File: src/rtl/vga_fb_scanout.sv
// vga_fb_scanout: 1-bpp framebuffer scan-out, 3-stage pipeline from timing counters to VGA DAC pins.
module vga_fb_scanout #(
   parameter int          H_VISIBLE      = 640,
   parameter int          V_VISIBLE      = 480,
   parameter int          H_TOTAL        = 800,
   parameter int          V_TOTAL        = 525,
   parameter int          WORDS_PER_LINE = 40,
   parameter int          ADDR_W         = 15,
   parameter logic [23:0] FG_RGB         = 24'hFFFFFF,
   parameter logic [23:0] BG_RGB         = 24'h000000
) (
   input  logic              clk,
   input  logic              rst,
   input  logic [9:0]        p_count,
   input  logic [9:0]        l_count,
   input  logic              hs_in,
   input  logic              vs_in,
   input  logic              blank_n_in,
   input  logic              scan_en,
   output logic [ADDR_W-1:0] fb_addr,
   output logic              fb_rd_en,
   input  logic [15:0]       fb_rdata,
   output logic [7:0]        VGA_R,
   output logic [7:0]        VGA_G,
   output logic [7:0]        VGA_B,
   output logic              VGA_HS,
   output logic              VGA_VS,
   output logic              VGA_BLANK_N
);
   localparam logic [9:0]        HV    = 10'(H_VISIBLE);
   localparam logic [9:0]        VV    = 10'(V_VISIBLE);
   localparam logic [9:0]        HT_M1 = 10'(H_TOTAL - 1);
   localparam logic [9:0]        VT_M1 = 10'(V_TOTAL - 1);
   localparam logic [ADDR_W-1:0] WPL   = ADDR_W'(WORDS_PER_LINE);

   logic [ADDR_W-1:0] line_base_q, line_base_d, addr_q, addr_d;
   logic              rd1_q, rd1_d, vis1_q, vis_d, hs1_q, vs1_q, bn1_q;
   logic [3:0]        bit1_q, bit2_q;
   logic              rdv2_q, vis2_q, hs2_q, vs2_q, bn2_q;
   logic [15:0]       word_hold_q, word_hold_d, word_cur;
   logic              pix;
   logic [23:0]       rgb_q, rgb_d;
   logic              hs3_q, vs3_q, bn3_q;

   always_comb begin
      vis_d       = blank_n_in & scan_en & (p_count < HV) & (l_count < VV);
      rd1_d       = vis_d & (p_count[3:0] == 4'd0);
      addr_d      = line_base_q + ADDR_W'(p_count[9:4]);
      // frame wrap wins over the per-line advance; blank lines hold the base
      line_base_d = (p_count != HT_M1) ? line_base_q :
                    (l_count == VT_M1) ? '0 :
                    (l_count < VV)     ? line_base_q + WPL : line_base_q;
      word_cur    = rdv2_q ? fb_rdata : word_hold_q;
      word_hold_d = rdv2_q ? fb_rdata : word_hold_q;
      pix         = word_cur[4'd15 - bit2_q];
      rgb_d       = !bn2_q ? 24'h0 :
                    vis2_q ? (pix ? FG_RGB : BG_RGB) :
                    (scan_en ? 24'h0 : BG_RGB);
   end

   always_ff @(posedge clk or posedge rst) begin
      if (rst) begin
         line_base_q <= '0;
         addr_q      <= '0;
         rd1_q       <= 1'b0;
         vis1_q      <= 1'b0;
         bit1_q      <= '0;
         hs1_q       <= 1'b0;
         vs1_q       <= 1'b0;
         bn1_q       <= 1'b0;
         rdv2_q      <= 1'b0;
         vis2_q      <= 1'b0;
         bit2_q      <= '0;
         hs2_q       <= 1'b0;
         vs2_q       <= 1'b0;
         bn2_q       <= 1'b0;
         word_hold_q <= '0;
         rgb_q       <= '0;
         hs3_q       <= 1'b1;
         vs3_q       <= 1'b1;
         bn3_q       <= 1'b0;
      end else begin
         line_base_q <= line_base_d;
         addr_q      <= addr_d;
         rd1_q       <= rd1_d;
         vis1_q      <= vis_d;
         bit1_q      <= p_count[3:0];
         hs1_q       <= hs_in;
         vs1_q       <= vs_in;
         bn1_q       <= blank_n_in;
         rdv2_q      <= rd1_q;
         vis2_q      <= vis1_q;
         bit2_q      <= bit1_q;
         hs2_q       <= hs1_q;
         vs2_q       <= vs1_q;
         bn2_q       <= bn1_q;
         word_hold_q <= word_hold_d;
         rgb_q       <= rgb_d;
         hs3_q       <= hs2_q;
         vs3_q       <= vs2_q;
         bn3_q       <= bn2_q;
      end
   end

   assign fb_addr     = addr_q;
   assign fb_rd_en    = rd1_q;
   assign VGA_R       = rgb_q[23:16];
   assign VGA_G       = rgb_q[15:8];
   assign VGA_B       = rgb_q[7:0];
   assign VGA_HS      = hs3_q;
   assign VGA_VS      = vs3_q;
   assign VGA_BLANK_N = bn3_q;
endmodule

File: config.mk
export PLATFORM = sky130hd
export DESIGN_NAME = vga_fb_scanout
export DESIGN_NICKNAME = d
export VERILOG_FILES = /design/src/rtl/vga_fb_scanout.sv
export SDC_FILE = /design/constraint.sdc
export NUM_CORES = 1
export LEC_CHECK = 0
export CAP_MARGIN = 20
export CORE_MARGIN = 1
export CORE_UTILIZATION = 48
export DETAILED_ROUTE_END_ITERATION = 10
export PLACE_DENSITY = 0.85
export SLEW_MARGIN = 20
export SYNTH_ARGS = -nofsm -noshare
export SYNTH_HDL_FRONTEND = slang
export SYNTH_SLANG_ARGS = --single-unit
File: constraint.sdc
create_clock -name clk -period 2.65 [get_ports clk]
set_input_delay 0.53 -clock clk [delete_from_list [all_inputs] [get_ports clk]]
set_output_delay 0.53 -clock clk [all_outputs]
set_load 0.005 [all_outputs]
==> results of run 1 <==
==> final cells by class <==
class	instances	share of cell area (%)
flip-flops and latches	65	40.9
multi-input cells	141	28.3
repair buffers	89	22.4
clock buffers	12	3.64
well taps	75	2.35
clock inverters	4	1.92
inverters	6	0.565
==> worst max path at each step <==
stage	to	start	slack, ns	cells after the start
after floorplan	VGA_BLANK_N	rst	0.50	1
after global placement	line_base_q[11]	l_count[8]	0.38	5
after detailed placement	line_base_q[14]	p_count[2]	0.31	5
after CTS	VGA_R[1]	rgb_q[22]	0.41	1
after global routing	VGA_G[2]	rgb_q[22]	0.31	1
final	VGA_R[1]	rgb_q[22]	0.47	1
==> registers in the layout, indices dropped and copies added (netlist names) <==
signal / count
fb_addr: 15
line_base_q: 12
fb_rd_en: 1
bit1_q: 4
vis1_q: 1
VGA_VS: 1
vis2_q: 1
bit2_q: 4
rdv2_q: 1
rgb_q: 1
vs1_q: 1
hs2_q: 1
vs2_q: 1
VGA_HS: 1
bn2_q: 1
word_hold_q: 16
bn1_q: 1
hs1_q: 1
VGA_BLANK_N: 1
==> synthesized netlist by cell type, types with 5 or more instances <==
master      n
o21ai_0     6
mux2i_1     7
buf_4      24
nor4_1      6
a21oi_1     7
inv_1       6
xnor2_1     5
dfrtp_1    63
buf_2       5
nand3_1     5
xor2_1      6
nor3_1      7
nor2_1      7
nor2b_1     6
nand2_1     5
a2111oi_0   5
mux2_2     17
==> layer usage <==
metal	vias up	share of wire (%)	GRT usage, %
met5	-	0	0
met4	0	1.2	8.75
met3	7	8.3	6.40
li1	1005	-	-
met2	104	47	30.7
met1	1004	43	25.5
==> power groups by stage <==
stage | Combinational [mW] | Sequential, mW | Clock (mW)
after CTS | 0.201 | 1.06 | 0.948
after detailed placement | 0.200 | 1.08 | 0
after global routing | 0.218 | 1.07 | 0.993
after global placement | 0.195 | 1.08 | 0
after floorplan | 0.0925 | 1.07 | 0
final | 0.198 | 1.06 | 0.928
==> kinds of logic after synthesis <==
kind of cell,count (synthesis),synth area share (%)
and+or+nand+nor,62,12.7
adders and majority gates,4,1.66
xor gates and xnor gates,11,3.20
muxes,27,10.9
AOI/OAI and AO/OA,37,8.88
DFF,65,54.0
buffers and inverters,41,8.55
==> stage by stage <==
step	utilization, %	hold slack (ns)	instance area [um^2]	setup WS, ns
5_1_grt	66.5	0.358	3990	0.315
4_1_cts	66.5	0.352	3990	0.414
3_3_place_gp	62.8	0.334	3760	0.382
3_5_place_dp	62.8	0.335	3760	0.314
2_1_floorplan	-	0.331	3010	0.497
6_report	66.5	0.350	3990	0.469
==> results.yml, run 1 <==
synth:
  mappedNetlistArea_mm2: 0.00301
  syn_inst: 247
  synth_edf_count: 0
  ys_async_sr_fraction_pct: 100
  ys_top_cells_by_area: "dfrtp_1, mux2_2, buf_4"
  yosysSeqAreaShare_pct: 54.0
  synth_area_per_cell_um2: 12.2
  syn_nets: 293
  synthDistinctLibCells: 54
  yosys_register_bits: 65
  yosys.area.top_type: "dfrtp_1"
  netlist.area_leader.share_pct: 52.3
  ys.flop_type: "dfrtp_1"
  ys_warn_count: 0
timing:
  fin_crit_ns: 2.18
  setup-tns-final_ns: 0
  finalHoldViolations: 0
  setup-violations-final: 0
  timing.fmax_mhz: 459
  maxSlewHeadroom_pct: 62.5
  skew_ns: 0.00921
  min_period_over_period_pct: 82.3
  slew_viol_final: 0
  tightestPinTransition_ns: 0.563
  rsz0062_at_grt: "false"
power_and_ir_drop:
  finalPower_mw: 2.19
  power_switching_uw: 470
  comb_power_share_pct: 9.0
  powerDensity_mw_per_mm2: 549
  pwr-share-seq_pct: 48.6
  p_int_mw: 1.72
  switching_share_pct: 21.5
  clkPwrFrac_pct: 42.4
  ir_worst_vdd_v: 0.000417
  leakagePower_nw: 1.66
grt:
  grt_pass1_vias: 2124
  antenna_found_initial: 0
  grt_first_pass_wirelength_mm: 9.74
  grtUsageTotal_pct: 19.8
  grt_overflow_total: 0
  grt_max_degree: 56
cts:
  cts_resized: 0
  cts_buffers: 9
  cts_tree: "built"
  root_buffer: "clkbuf_8"
  cts_setup_buffers: 0
  cts.sinks: 65
  htree_levels: 3
  clkTransAtPathRegs_ns: 0.07
  hold_buffers: 0
  clk_latency_ns: 0.34
  max-clock-path-buffers: 2
route:
  drt-initial-drc-count: 90
  drt-vias-per-instance: 5.41
  drt-total-wl_mm: 5.69
  vias: 2120
  post_drt_wl_per_cell_um: 14.5
  dr.pass1.iters: 5
  ant_nets: 0
  drc: 0
finish:
  antenna_cells: 0
  fill_cells: 444
  mostFrequentLayoutCells: "clkdlybuf4s50_1, dfrtp_1, mux2_2"
  fin_cells: 392
  seq_area_mm2: 0.00163
  multi_input_area_mm2: 0.00113
  nNetsFinal: 358
  layout-drive-gt1-share_pct: 14.8
  final_common_cell: "clkdlybuf4s50_1"
  syn_to_final_growth_pct: 32.2
job:
  maxCapViolations: 0
hold_path:
  hold_path.class: "flip-flop to flip-flop"
  holdPathStages: 0
  hold_path.startpoint: "hs1_q"
  hold-path-endpoint: "hs2_q"
floorplan:
  core_mm2: 0.00599
  fp.dieW_um: 81.2
  io_pins: 85
  fp-row-count: 28
  start_util_pct: 50.3
  dieArea_mm2: 0.00660
  die_y_um: 81.2
place:
  io_buffers: 84
  gp_congestion: 0.848
  dp.cells: 376
  hpwl_mm: 4.07
worst_setup_path:
  worstReg2RegStart: "line_base_q[6]"
  path_cells: "clkdlybuf4s50_1"
  crit_type: "flip-flop to output port"
  cp_top_family: "flip-flops"
  reg2reg_depth: 4
  r2r_slack_ns: 0.65
  crit_fanout: 24
  crit_path_end_kind: "output port"
  reg2reg_to: "line_base_q[14]"
  critPathSlowestCell: "dfrtp_1"
  cp.arrival_ns: 1.65
  max_stage_delay_ns: 0.70
  cp.required_ns: 2.12
  critPathBufInv: 1
  start_kind: "flip-flop"
status:
  outcome: "completed"
Power figures use the tool's default switching activity.
==> run 2, diff against run 1 <==
--- a/config.mk
+++ b/config.mk
@@ -7,9 +7,9 @@
 export LEC_CHECK = 0
 export CAP_MARGIN = 20
 export CORE_MARGIN = 1
-export CORE_UTILIZATION = 48
+export CORE_UTILIZATION = 43
 export DETAILED_ROUTE_END_ITERATION = 10
-export PLACE_DENSITY = 0.85
+export PLACE_DENSITY = 0.81
 export SLEW_MARGIN = 20
 export SYNTH_ARGS = -nofsm -noshare
 export SYNTH_HDL_FRONTEND = slang
==> constraint.sdc (replaced) <==
create_clock -name clk -period 1.8 [get_ports clk]
set_input_delay 0.36 -clock clk [delete_from_list [all_inputs] [get_ports clk]]
set_output_delay 0.36 -clock clk [all_outputs]
set_load 0.005 [all_outputs]
==> results.yml, run 2 (synthesis gave the netlist of run 1 again) <==
status:
  outcome: "completed"
cts:
  cts_tree: "built"
  clk_latency_ns: 0.35
  root_buffer: "clkbuf_8"
  max-clock-path-buffers: 2
  clkTransAtPathRegs_ns: 0.08
  cts.sinks: 65
  cts_buffers: 9
  htree_levels: 3
place:
  dpl_cell_area_mm2: 0.00398
  place_ws_ns: -0.356
  gp_congestion: 0.788
  io_buffers: 84
  hpwl_mm: 4.31
  dp.cells: 418
power_and_ir_drop:
  pwr-share-seq_pct: 50.2
  switching_share_pct: 23.7
  comb_power_share_pct: 10.5
  ir_worst_vdd_v: 0.000539
  power_switching_uw: 736
  powerDensity_mw_per_mm2: 735
  clkPwrFrac_pct: 39.4
  finalPower_mw: 3.11
  leakagePower_nw: 1.84
  p_int_mw: 2.38
grt:
  grt_max_degree: 27
  grt_first_pass_wirelength_mm: 10.2
  grt_overflow_total: 0
  grtUsageTotal_pct: 18.2
  antenna_found_initial: 0
  grt_pass1_vias: 2250
timing:
  setup-tns-final_ns: 0
  rsz0062_at_grt: "true"
  min_period_over_period_pct: 97.3
  timing.fmax_mhz: 571
  skew_ns: 0.0156
  finalHoldViolations: 0
  slew_viol_final: 0
  fin_crit_ns: 1.75
  setup-violations-final: 0
  tightestPinTransition_ns: 0.517
  maxSlewHeadroom_pct: 64.7
  fin_ws_ns: 0.0479
  holdWs_ns: 0.350
finish:
  nNetsFinal: 380
  final_common_cell: "clkdlybuf4s50_1"
  finalInstanceArea_mm2: 0.00424
  mostFrequentLayoutCells: "clkdlybuf4s50_1, dfrtp_1, buf_4"
  fin_util_pct: 62.4
  fill_cells: 541
  layout-drive-gt1-share_pct: 22.4
  largest_register_ffs: 16
  multi_input_area_mm2: 0.00116
  regMostFlops: "word_hold_q"
  syn_to_final_growth_pct: 40.6
  antenna_cells: 0
  fin_cells: 435
  seq_area_mm2: 0.00163
worst_setup_path:
  cp.required_ns: 2.08
  crit_path_end_kind: "flip-flop"
  crit_fanout: 6
  cp.arrival_ns: 2.03
  start_kind: "input pin"
  crit_type: "input pin to flip-flop"
route:
  drt-total-wl_mm: 6.04
  dr.pass1.iters: 4
  ant_nets: 0
  drt-initial-drc-count: 87
  vias: 2207
  drt-vias-per-instance: 5.07
  drc: 0
  post_drt_wl_per_cell_um: 13.9
floorplan:
  fp.dieW_um: 85.7
  fp-row-count: 30
  die_y_um: 85.7
  start_util_pct: 44.4
  io_pins: 85
  core_mm2: 0.00679
  dieArea_mm2: 0.00735
job:
  maxCapViolations: 0
hold_path:
  hold_path.class: "input pin to asynchronous set/reset pin"
==> run 2: cell count changes in the layout (fill, tap and decap cells not counted), sizes merged, moves of 2 or more <==
cell	before	now
clkbuf	12	10
buf	5	27
dlymetal6s2s	0	5
clkdlybuf4s50	84	79
==> run 2: worst paths after layout <==
check                               startpoint              end  slack (ns)  cells past startpoint
worst min-delay path                       rst       fb_addr[1]        0.35                      2
worst min register to register          vis1_q           vis2_q        0.35                      0
min in group clk                    p_count[7]       fb_addr[3]        0.35                      2
worst max register to register  line_base_q[3]  line_base_q[13]        0.14                      5
worst max-delay path                l_count[8]  line_base_q[13]        0.05                      5
max in group asynchronous                  rst  line_base_q[14]        0.99                      3
==> run 2: cell type report <==
cell class | count | share of cell area (%)
Clock buffer | 10 | 3.01
Tap cell | 96 | 2.84
Inverter | 6 | 0.620
Multi-Input combinational cell | 141 | 27.3
Sequential cell | 65 | 38.5
Timing Repair Buffer | 111 | 26.2
Clock inverter | 6 | 1.54
==> run 2: routing by layer <==
metal  routed length [um]  part of all wire, %  up-vias  GRT usage [%]
met5                    0                    0        -              0
met1                 2610                   43     1052           21.7
met2                 2920                   48       83           29.6
met3                  324                  5.4       16           4.52
met4                  184                  3.0        0           11.8
li1                     -                    -     1056              -
==> run 2: power groups by stage <==
stage / registers, mW / logic [mW] / clock network [mW]
after floorplan: 1.58 / 0.137 / 0
after global placement: 1.59 / 0.316 / 0
after detailed placement: 1.59 / 0.324 / 0
after CTS: 1.56 / 0.327 / 1.26
after global routing: 1.57 / 0.357 / 1.33
final: 1.56 / 0.326 / 1.23
==> run 2: repair_timing <==
action,in CTS,in global routing
setup endpoints to repair,10,34
hold endpoints to repair,0,0
hold buffers,0,0
setup buffers,0,1
gates cloned,0,0
pin swaps,0,2
resized for setup,1,16
==> run 2: worst max-delay path, cell delays in order <==
cell	delay, ns
clkdlybuf4s50_1	0.45
a41o_1	0.35
or4_1	0.57
nor4_2	0.15
o21bai_1	0.14
==> run 3, diff against run 2 <==
--- a/config.mk
+++ b/config.mk
@@ -5,7 +5,7 @@
 export SDC_FILE = /design/constraint.sdc
 export NUM_CORES = 1
 export LEC_CHECK = 0
-export CAP_MARGIN = 20
+export CAP_MARGIN = 10
 export CORE_MARGIN = 1
 export CORE_UTILIZATION = 43
 export DETAILED_ROUTE_END_ITERATION = 10
==> results of run 3 <==
Final layout, timing and power as in run 2 (identical DEF).
==> RTL change 1: new RTL, settings of run 3 <==
Set the parameter `ADDR_W` to 17 (it was 15).
--- a/src/rtl/vga_fb_scanout.sv
+++ b/src/rtl/vga_fb_scanout.sv
@@ -5,7 +5,7 @@
    parameter int          H_TOTAL        = 800,
    parameter int          V_TOTAL        = 525,
    parameter int          WORDS_PER_LINE = 40,
-   parameter int          ADDR_W         = 15,
+   parameter int          ADDR_W         = 17,
    parameter logic [23:0] FG_RGB         = 24'hFFFFFF,
    parameter logic [23:0] BG_RGB         = 24'h000000
 ) (
Interface: changed (resized fb_addr); port bits go from 85 to 87. No check against the original RTL was run, so the function may have changed too.
==> RTL change 1 against run 3 <==
Clock skew shrank 9.2 ps; first-iteration DRC count increased by 70%; critical path type unchanged; power up 1.1%; routed wire length rose by 27%; die area up 6.8%; design area increased by 13%; register-to-register slack got worse by 90 ps; area after synthesis is 7.0% higher; largest power group unchanged; count of clock-buffer cells in the layout down 1; synthesized cell count grew 12%; via count is 15% higher; highest routed layer unchanged; sequential cell count increased by 4; critical endpoint is now line_base_q[8]$_DFFE_PP0P_; cell count rose by 13%; worst setup slack is essentially flat.
==> RTL change 1: results (changes against run 3) <==
.. list-table::
   :header-rows: 1

   * - Metric
     - Value
   * - Status
     - complete, no violations
   * - Proportion of register bits with asynchronous set or reset after synthesis
     - 1.00 (unchanged)
   * - Synthesized instance count
     - 276 (+12%)
   * - Reported leakage power
     - 0.00248 µW (+34%)
   * - Antenna violations before repair
     - 0 (unchanged)
   * - Worst clock skew on the final layout
     - 6.35 ps (-9.21 ps)
   * - Initial detailed-routing violation count
     - 148 (+70%)
   * - Number of warnings issued by yosys
     - 0 (unchanged)
   * - Worst supply voltage drop on vdd
     - 551 µV (+2.2%)
   * - Adder-cell share of the synthesized area
     - 0.0155 (-0.00109)
   * - Class of the tightest hold or removal check
     - primary input to flop
   * - Worst-case setup slack after placement
     - -466 ps (-111 ps)
   * - Detailed-router iteration count before antenna repair
     - 4 (unchanged)
   * - Largest fanout on the critical path
     - 9 (+3)
   * - Compound-Gate Fraction of Synth Area
     - 0.0857 (-0.00311)
   * - Transition time at the pin with the least slew margin
     - 399 ps (-117 ps)
   * - TritonCTS buffer count
     - 9 (unchanged)
   * - Clock root buffer
     - clkbuf_8
   * - H-tree depth
     - 3 (unchanged)
   * - List of most frequent post-synthesis cells
     - dfrtp_1, buf_4, mux2i_1
   * - Number of placed instances, taps included
     - 460 (+10%)
   * - Number of nets in the finished design
     - 432 (+14%)
   * - Post-synthesis sequential area ratio
     - 0.536 (-0.00440)
   * - Flip-flop count of the largest register after layout
     - 17 (+1)
   * - Largest cells by area after synthesis
     - dfrtp_1, mux2i_1, buf_4
   * - Share of cell area taken by muxes after synthesis
     - 0.112 (+0.00254)
   * - Crit path arrival time
     - 1980 ps (-50 ps)
   * - Clk_lat worst skew
     - 350 ps (about the same)
   * - Proportion of layout cells with a drive suffix above 1
     - 0.276 (+0.0520)
   * - First-pass GRT wire length
     - 11700 µm (+14%)
   * - Deepest clock path buffer count
     - 2 (unchanged)
   * - HPWL after detailed placement
     - 4980 µm (+15%)
   * - Via count
     - 2534 (+15%)
   * - Final RePlAce weighted congestion
     - 0.860 (+9.2%)
   * - Number of fillers in the final layout
     - 523 (-3.3%)
   * - Xor/xnor cell area share of the yosys netlist
     - 0.0380 (+0.00605)
   * - Total cell area at the placement stage
     - 4290 µm² (+8.0%)
   * - CTS clk-pin slew, worst paths
     - 80 ps (about the same)
   * - Count of unique library cells instantiated by Yosys
     - 42 (-22%)
   * - Kind of cell adding the most delay to the critical path
     - compound AO/OA/AOI/OAI gates
   * - Average routed wire per standard cell
     - 15.6 µm (+12%)
   * - GRT Util Overall
     - 0.201 (+0.0188)
   * - Antenna fix cells
     - 0 (unchanged)
   * - Maximum single-stage delay on the critical path
     - 330 ps (-240 ps)
   * - Net count after synthesis
     - 322 (+9.9%)
   * - Number of buffers inserted by port buffering
     - 86 (+2.4%)
   * - Final WL
     - 7650 µm (+27%)
   * - Worst-path cell with the longest stage delay
     - o31ai_1
   * - Pin count of the biggest net entering global routing
     - 33 (+22%)
RTL change 1: cell families after synthesis:
kind of cell	Yosys count
and+or+nand+nor	69
DFF	69
AOI/OAI and AO/OA	43
buffers and inverters	43
muxes	34
xor gates and xnor gates	14
adders and majority gates	4
RTL change 1: worst paths after layout:
kind	depth (start not counted)	to	start	slack, ps
worst max-delay path	7	line_base_q[8]$_DFFE_PP0P_	l_count[1]	50
worst min-delay path	1	fb_addr[0]$_DFF_PP0_	p_count[4]	150
worst max register to register	7	fb_addr[13]$_DFF_PP0_	line_base_q[3]$_DFFE_PP0P_	50
worst min register to register	0	hs2_q$_DFF_PP0_	hs1_q$_DFF_PP0_	350
max in group asynchronous	3	rgb_q[22]$_DFF_PP0_	rst	1010
min in group asynchronous	2	fb_addr[0]$_DFF_PP0_	rst	340
RTL change 1: final cells by class:
class,instances,area (µm²),area share
timing repair buffer,138,1390,0.291
tap,99,124,0.0259
clock buffer,9,124,0.0259
clock inverter,7,57.6,0.0120
inverter,4,18.8,0.00392
multi-input combinational,164,1340,0.279
sequential,69,1730,0.362
RTL change 1: where the power goes:
group	switching (µW)	internal (µW)	total, µW	leakage [µW]
sequential	34.8	1610	1650	0.000900
clock	647	515	1160	0.0000829
combinational	136	198	335	0.00149
RTL change 1: repair_timing:
action,in CTS,in global routing
endpoints found under the setup margin,35,43
pin swaps,12,6
buffers inserted,4,6
resized for setup,17,43
gates cloned,2,2
RTL change 1: metal layers:
metal  part of all wire  vias to the layer above  track usage  routed length, µm
li1                   -                     1203            -                  -
met1               0.42                     1216        0.242               3180
met2               0.49                      104        0.324               3780
met3              0.072                       11       0.0700                550
met4              0.018                        0       0.0968                138
met5                  0                        -            0                  0
==> RTL change 2: new RTL, settings of run 3 <==
Without the edit above. Make the reset (`rst`) synchronous in one clocked block.
--- a/src/rtl/vga_fb_scanout.sv
+++ b/src/rtl/vga_fb_scanout.sv
@@ -58,7 +58,7 @@
                     (scan_en ? 24'h0 : BG_RGB);
    end
 
-   always_ff @(posedge clk or posedge rst) begin
+   always_ff @(posedge clk) begin
       if (rst) begin
          line_base_q <= '0;
          addr_q      <= '0;
Behaviour: differs if rst is asserted again (counterexample within 4 cycles, from zero or initial values and one cycle with rst high); with rst held inactive, the same outputs for 10 cycles.
==> RTL change 2 against run 3 <==
The flow now finishes with violations (design-rule violations); design area rose by 2.3%; area after synthesis decreased by 2.6%; sequential cell count unchanged; power decreased by 3.7%; worst setup slack improved by 5.8 ps; routed wire length increased by 16%; count of clock-buffer cells in the layout stayed put; maximum frequency is 0.33% higher; largest cell class is now multi-input combinational cells.
==> RTL change 2: results (changes against run 3) <==
.. list-table::
   :header-rows: 1

   * - Metric
     - Value
   * - Reported leakage power
     - 0.00161 µW (-13%)
   * - Number of nets in the finished design
     - 439 (+16%)
   * - Detailed-router iteration count before antenna repair
     - 7 (+3)
   * - Pin count of the biggest net entering global routing
     - 35 (+30%)
   * - Clk_lat worst skew
     - 330 ps (-20 ps)
   * - Total cell area at the placement stage
     - 3960 µm² (-0.41%)
   * - DR DRC count
     - 8 (+8)
   * - Initial detailed-routing violation count
     - 102 (+17%)
   * - Transition time at the pin with the least slew margin
     - 403 ps (-113 ps)
   * - Proportion of layout cells with a drive suffix above 1
     - 0.269 (+0.0447)
   * - List of most frequent post-synthesis cells
     - dfxtp_1, buf_4, nor2_1, nor2b_1, a21oi_1
   * - Post-synthesis sequential area ratio
     - 0.443 (-0.0972)
   * - Status
     - complete, but fails checks
   * - Synthesized instance count
     - 288 (+17%)
   * - Via count
     - 2543 (+15%)
   * - GRT Util Overall
     - 0.199 (+0.0168)
   * - Average routed wire per standard cell
     - 14.8 µm (+6.6%)
   * - Vias in the first global route
     - 2396 (+6.5%)
   * - First-pass GRT wire length
     - 11200 µm (+9.1%)
   * - Number of placed instances, taps included
     - 454 (+8.6%)
   * - Violated checks
     - design-rule violations
   * - Number of fillers in the final layout
     - 491 (-9.2%)
   * - Class of the tightest hold or removal check
     - primary input to flop
   * - Final RePlAce weighted congestion
     - 0.893 (+13%)
   * - Area share of the leading cell type in the synthesized netlist
     - 0.443 (-0.0797)
RTL change 2: kinds of logic (layout without fill, tap and decap cells):
group | after synthesis | in the layout | synth area share
compound gates | 53 | 54 | 0.114
mux | 28 | 28 | 0.130
buf+inv | 44 | 153 | 0.0874
simple gates | 91 | 91 | 0.200
flops | 65 | 65 | 0.443
fa+ha+maj | 4 | 4 | 0.0171
xor+xnor | 3 | 3 | 0.00895
RTL change 2: worst register-to-register path, stage by stage, from the launching register on:
cell and delay [ps]:
dfxtp_4 370, ha_4 270, a21o_1 130, a21oi_1 70
buf_4 170, or4_1 530, a21oi_2 150
RTL change 2: area by class of cell:
cell class	count	area, µm²	share of cell area
well taps	77	96.3	0.0222
clock buffers	10	138	0.0318
inverters	5	18.8	0.00433
clock inverters	6	67.6	0.0156
flip-flops and latches	65	1310	0.303
multi-input cells	180	1490	0.343
repair buffers	132	1210	0.280
RTL change 2: path summary, 6_finish.rpt:
check	end	slack [ps]
setup / recovery	fb_addr[13]$_SDFF_PP0_	50
setup reg to reg	fb_addr[13]$_SDFF_PP0_	50
hold reg to reg	VGA_HS$_SDFF_PP1_	420
hold / removal	fb_addr[12]$_SDFF_PP0_	330
RTL change 2: timing repair:
action                                  CTS  global route
endpoints found under the hold margin     0             0
setup buffers                             2             2
gates resized for setup                   5            31
pin swaps                                 2             7
gates cloned                              0             1
hold buffers                              0             0
endpoints found under the setup margin   11            37
RTL change 2: where the power goes:
part / internal (µW) / total (µW) / switching [µW]
clock: 679 / 1260 / 577
combinational: 169 / 271 / 102
sequential: 1460 / 1470 / 8.89
RTL change 2: per-layer routing:
layer  GRT usage  part of all wire
met1       0.231              0.41
met2       0.352              0.52
met4      0.0678            0.0090
met5           0                 0
met3      0.0560             0.064
